===== src/rtl/demux_pkg.sv =====
// Shared definitions for the routing library: slot-count helpers and one-hot select decode.
// Select widths up to MAX_SIZE_CTRL bits are supported by onehot().
package demux_pkg;

    localparam int MAX_SIZE_CTRL = 8;
    localparam int MAX_SLOTS     = 2**MAX_SIZE_CTRL;
    localparam int DEF_SIZE_CTRL = 2;
    localparam int SLOTS         = 2**DEF_SIZE_CTRL;

    // Callers size-cast the result down to their own 2**SIZE_CTRL slots.
    function automatic logic [MAX_SLOTS-1:0] onehot(input logic [MAX_SIZE_CTRL-1:0] ctrl);
        logic [MAX_SLOTS-1:0] v;
        v       = '0;
        v[ctrl] = 1'b1;
        return v;
    endfunction

endpackage


===== src/rtl/demux_slot.sv =====
// One output lane register of the demux: load has priority over clear.
// Latency: 1 clk. Backpressure: none; holds when neither load nor clear is set.
module demux_slot #(
    parameter int WIRE = 8
) (
    input  logic            clk,
    input  logic            rst,
    input  logic            load,
    input  logic            clear,
    input  logic [WIRE-1:0] d,
    output logic [WIRE-1:0] q
);

    always_ff @(posedge clk or posedge rst) begin
        if (rst)        q <= '0;
        else if (load)  q <= d;
        else if (clear) q <= '0;
    end

endmodule


===== src/rtl/demux.sv =====
// Registered 1-to-2**SIZE_CTRL demux; DEMUX_HOLD_EN keeps unselected slots instead of zeroing them.
// Latency: 1 clk from en/ctrl/in to out/out_sel. Backpressure: en=0 holds all outputs.
module demux
    import demux_pkg::*;
#(
    parameter int SIZE_CTRL = 2,
    parameter int WIRE      = 8
) (
    input  logic                          clk,
    input  logic                          rst,
    input  logic                          en,
    input  logic [SIZE_CTRL-1:0]          ctrl,
    input  logic [WIRE-1:0]               in,
    output logic [(2**SIZE_CTRL)*WIRE-1:0] out,
    output logic [(2**SIZE_CTRL)-1:0]      out_sel
);

    localparam int N = 2**SIZE_CTRL;

    logic [N-1:0]    sel;
    logic [WIRE-1:0] slot_q [N];

    assign sel = N'(onehot(MAX_SIZE_CTRL'(ctrl)));

    for (genvar k = 0; k < N; k++) begin : g_slot
        logic clear;
`ifdef DEMUX_HOLD_EN
        assign clear = 1'b0;
`else
        assign clear = en & ~sel[k];
`endif
        demux_slot #(.WIRE(WIRE)) u_slot (
            .clk   (clk),
            .rst   (rst),
            .load  (en & sel[k]),
            .clear (clear),
            .d     (in),
            .q     (slot_q[k])
        );
        assign out[k*WIRE +: WIRE] = slot_q[k];
    end

    always_ff @(posedge clk or posedge rst) begin
        if (rst)     out_sel <= '0;
        else if (en) out_sel <= sel;
    end

endmodule


===== config.mk =====
export PLATFORM = sky130hd
export DESIGN_NAME = demux
export DESIGN_NICKNAME = d
export VERILOG_FILES = /design/src/rtl/demux_pkg.sv /design/src/rtl/demux_slot.sv /design/src/rtl/demux.sv
export SDC_FILE = /design/constraint.sdc
export NUM_CORES = 1
export LEC_CHECK = 0
export CORE_AREA = 2 2 65 67
export DETAILED_ROUTE_END_ITERATION = 16
export DIE_AREA = 0 0 67 69
export GPL_TIMING_DRIVEN = 0
export PLACE_DENSITY = 0.66
export SYNTH_ARGS = -nofsm -noshare
export SYNTH_HDL_FRONTEND = slang
export SYNTH_SLANG_ARGS = --single-unit
export TNS_END_PERCENT = 30

===== constraint.sdc =====
create_clock -name clk -period 1.2 [get_ports clk]
set_input_delay 0.24 -clock clk [delete_from_list [all_inputs] [get_ports clk]]
set_output_delay 0.24 -clock clk [all_outputs]
set_load 0.01 [all_outputs]

==> flow_summary.toml <==
[outcome]
status = "complete, no violations"

[detailed_routing]
vias = 1112
drcViolationCount = 0
routed_wirelength_microns = 3450
viasPerCell = 4.71
drt_pass1_iterations = 4
antenna_left = 0
drtIter0Drc = 42
avgRoutedWirePerCell_microns = 14.6

[layout]
layout-drive-gt1-share_pct = 11.3
final_area_sq_um = 2010
syn_to_final_growth_pct = 44.5
nNetsFinal = 198
n_antenna_cell = 0

[power]
power_density_nw_per_um2 = 1290
power_mw = 2.59
leakagePower_nw = 0.921
irDropWorstVdd_mv = 0.720

[synthesis]
synth-edff-count = 0
synthTopCellsByArea = "dfrtp_1, o22ai_1, inv_1"
ys_warn_count = 0
synth_cell_types = 13
syn_nets = 143
syn-mean-instance-area_sq_um = 10.7
netlist_area_sq_um = 1390
async_flop_share_pct = 100
synthTopCellsByCount = "inv_1, dfrtp_1, o22ai_1"
ys_seq_elements = 36
synth_top_area_share_pct = 64.7
synth_flop_cell = "dfrtp_1"
synth_top_cell_by_area = "dfrtp_1"
synthCells = 130
seq_area_frac_synth_pct = 64.7
synth.most_common_cell = "inv_1"

[clock_tree]
clock_sinks = 36
cts_buffer_depth = 2
cts-buffers-inserted = 5
cts.htree.levels = 2
clock_latency_ns = 0.28
path_clk_slew_ns = 0.07
clockRootBuffer = "clkbuf_8"
cts_tree = "built"

[hold_path]
hold_class = "primary input to register"
hold_path_startpoint = "en"

[critical_path]
critPathCaptureType = "primary output"
critical-path-top-delay-family = "flip-flops"
crit_buf_inv = 1
worstPathArrival_ns = 0.92
critPathMaxFanout = 2
reg2reg_from = "g_slot[3].u_slot.q[6]$_DFFE_PP0P_"
path_class = "register to primary output"
path_cells = "clkdlybuf4s15_1"
worst_setup_path_start_kind = "register"
critPathRequiredTime_ns = 0.96
slowest_delay_ns = 0.39
cp-startpoint = "g_slot[2].u_slot.q[0]$_DFFE_PP0P_"
slowest_stage = "dfrtp_1"

[flow_run]
maxCapViolations = 0

[global_routing]
first_global_vias = 1138
grt_overflow = 0
antenna_found_initial = 0
grt_pass1_wl_microns = 5640
grt_max_degree = 37
track_usage_pct = 16.4

[timing]
max_freq_mhz = 860
min_period_over_period_pct = 97.0
min_period_ns = 1.16
fin_skew_ns = 0
hold_violations = 0
slew_viol_final = 0
finalSetupViolCount = 0
worstMarginPinSlew_ns = 0.754
relSlewSlack_pct = 49.7
grt_setup_unrepaired = "false"

[floorplan]
num_io_pins = 49
start_util_pct = 35.6
core-area_sq_um = 3910
floorplan.die_area_sq_um = 4620
die_h_microns = 69
die_w_microns = 67
core.rowCount = 23

[placed_design]
placedInstanceArea_sq_um = 1930
gp_congestion = 0.718
hpwl_microns = 2450
port_buffers = 47
[stage by stage]
stage / std cells / util [%] / hold slack [ns] / setup TNS, ns / setup WS [ns]
floorplan: 130 / - / 0.387 / 0 / 0.156
global placement: 227 / 49.2 / 0.509 / -22.32 / -0.536
detailed placement: 227 / 49.2 / 0.517 / -27.94 / -0.659
CTS: 235 / 51.0 / 0.358 / -0.0183 / -0.0183
global route: 236 / 51.4 / 0.376 / 0 / 0.00213
finish: 236 / 51.4 / 0.362 / 0 / 0.0365
[layer usage]
layer  wire length [microns]  GRT usage, %
met3                     234          6.04
met1                    1510          20.8
met4                      53          5.44
met5                       0             0
met2                    1650          25.5
[final timing paths]
check                                                     to  slack, ns  depth (start not counted)
setup / recovery                                     out[16]       0.04                          1
hold / removal             g_slot[1].u_slot.q[2]$_DFFE_PP0P_       0.36                          3
setup reg to reg           g_slot[3].u_slot.q[6]$_DFFE_PP0P_       0.45                          3
hold reg to reg                       out_sel[2]$_DFFE_PP0P_       0.53                          2
max in group asynchronous  g_slot[2].u_slot.q[6]$_DFFE_PP0P_       0.36                          2
min in group asynchronous  g_slot[2].u_slot.q[4]$_DFFE_PP0P_       0.42                          2
[cells by family after synthesis]
kind of cell | share of synthesized area, %
buf+inv | 13.9
flops | 64.7
compound gates | 14.7
simple gates | 4.49
mux | 2.16
[state kept, by name (all words and copies together), names as in the netlist]
register	flops
out_sel	4
g_slot.u_slot.q	32
[report_power, final]
part           switching (mW)  internal (mW)  total (mW)
Combinational           0.200          0.182       0.382
Sequential             0.0423           1.29        1.33
Clock                   0.413          0.468       0.881
Total                   0.655           1.94        2.59
[final cells by class]
class	instances	area, sq um
clock buffer	8	90.1
tap	50	62.6
multi-input combinational	49	298
timing repair buffer	48	463
sequential	36	901
buffer	8	55.1
fill	363	1900
inverter	37	143
[cell usage in the layout (no fill, tap or decap)]
| master | n |
|---|---|
| clkdlybuf4s50_1 | 11 |
| clkbuf_1 | 2 |
| o22ai_1 | 32 |
| dfrtp_1 | 36 |
| buf_2 | 5 |
| o21ai_0 | 1 |
| clkbuf_2 | 3 |
| or2_1 | 1 |
| clkinvlp_4 | 1 |
| nand2_2 | 2 |
| clkbuf_8 | 6 |
| mux2i_1 | 3 |
| nand3_1 | 1 |
| inv_1 | 36 |
| buf_6 | 2 |
| clkdlybuf4s15_1 | 33 |
| buf_4 | 2 |
| nand2b_1 | 2 |
| nand2_1 | 7 |
[repair_timing]
item,in CTS,in global routing
setup buffers,0,1
hold buffers,0,0
resized for setup,54,22
endpoints found under the setup margin,72,21
pin swaps,0,0
(Power assumes the default switching activity.)
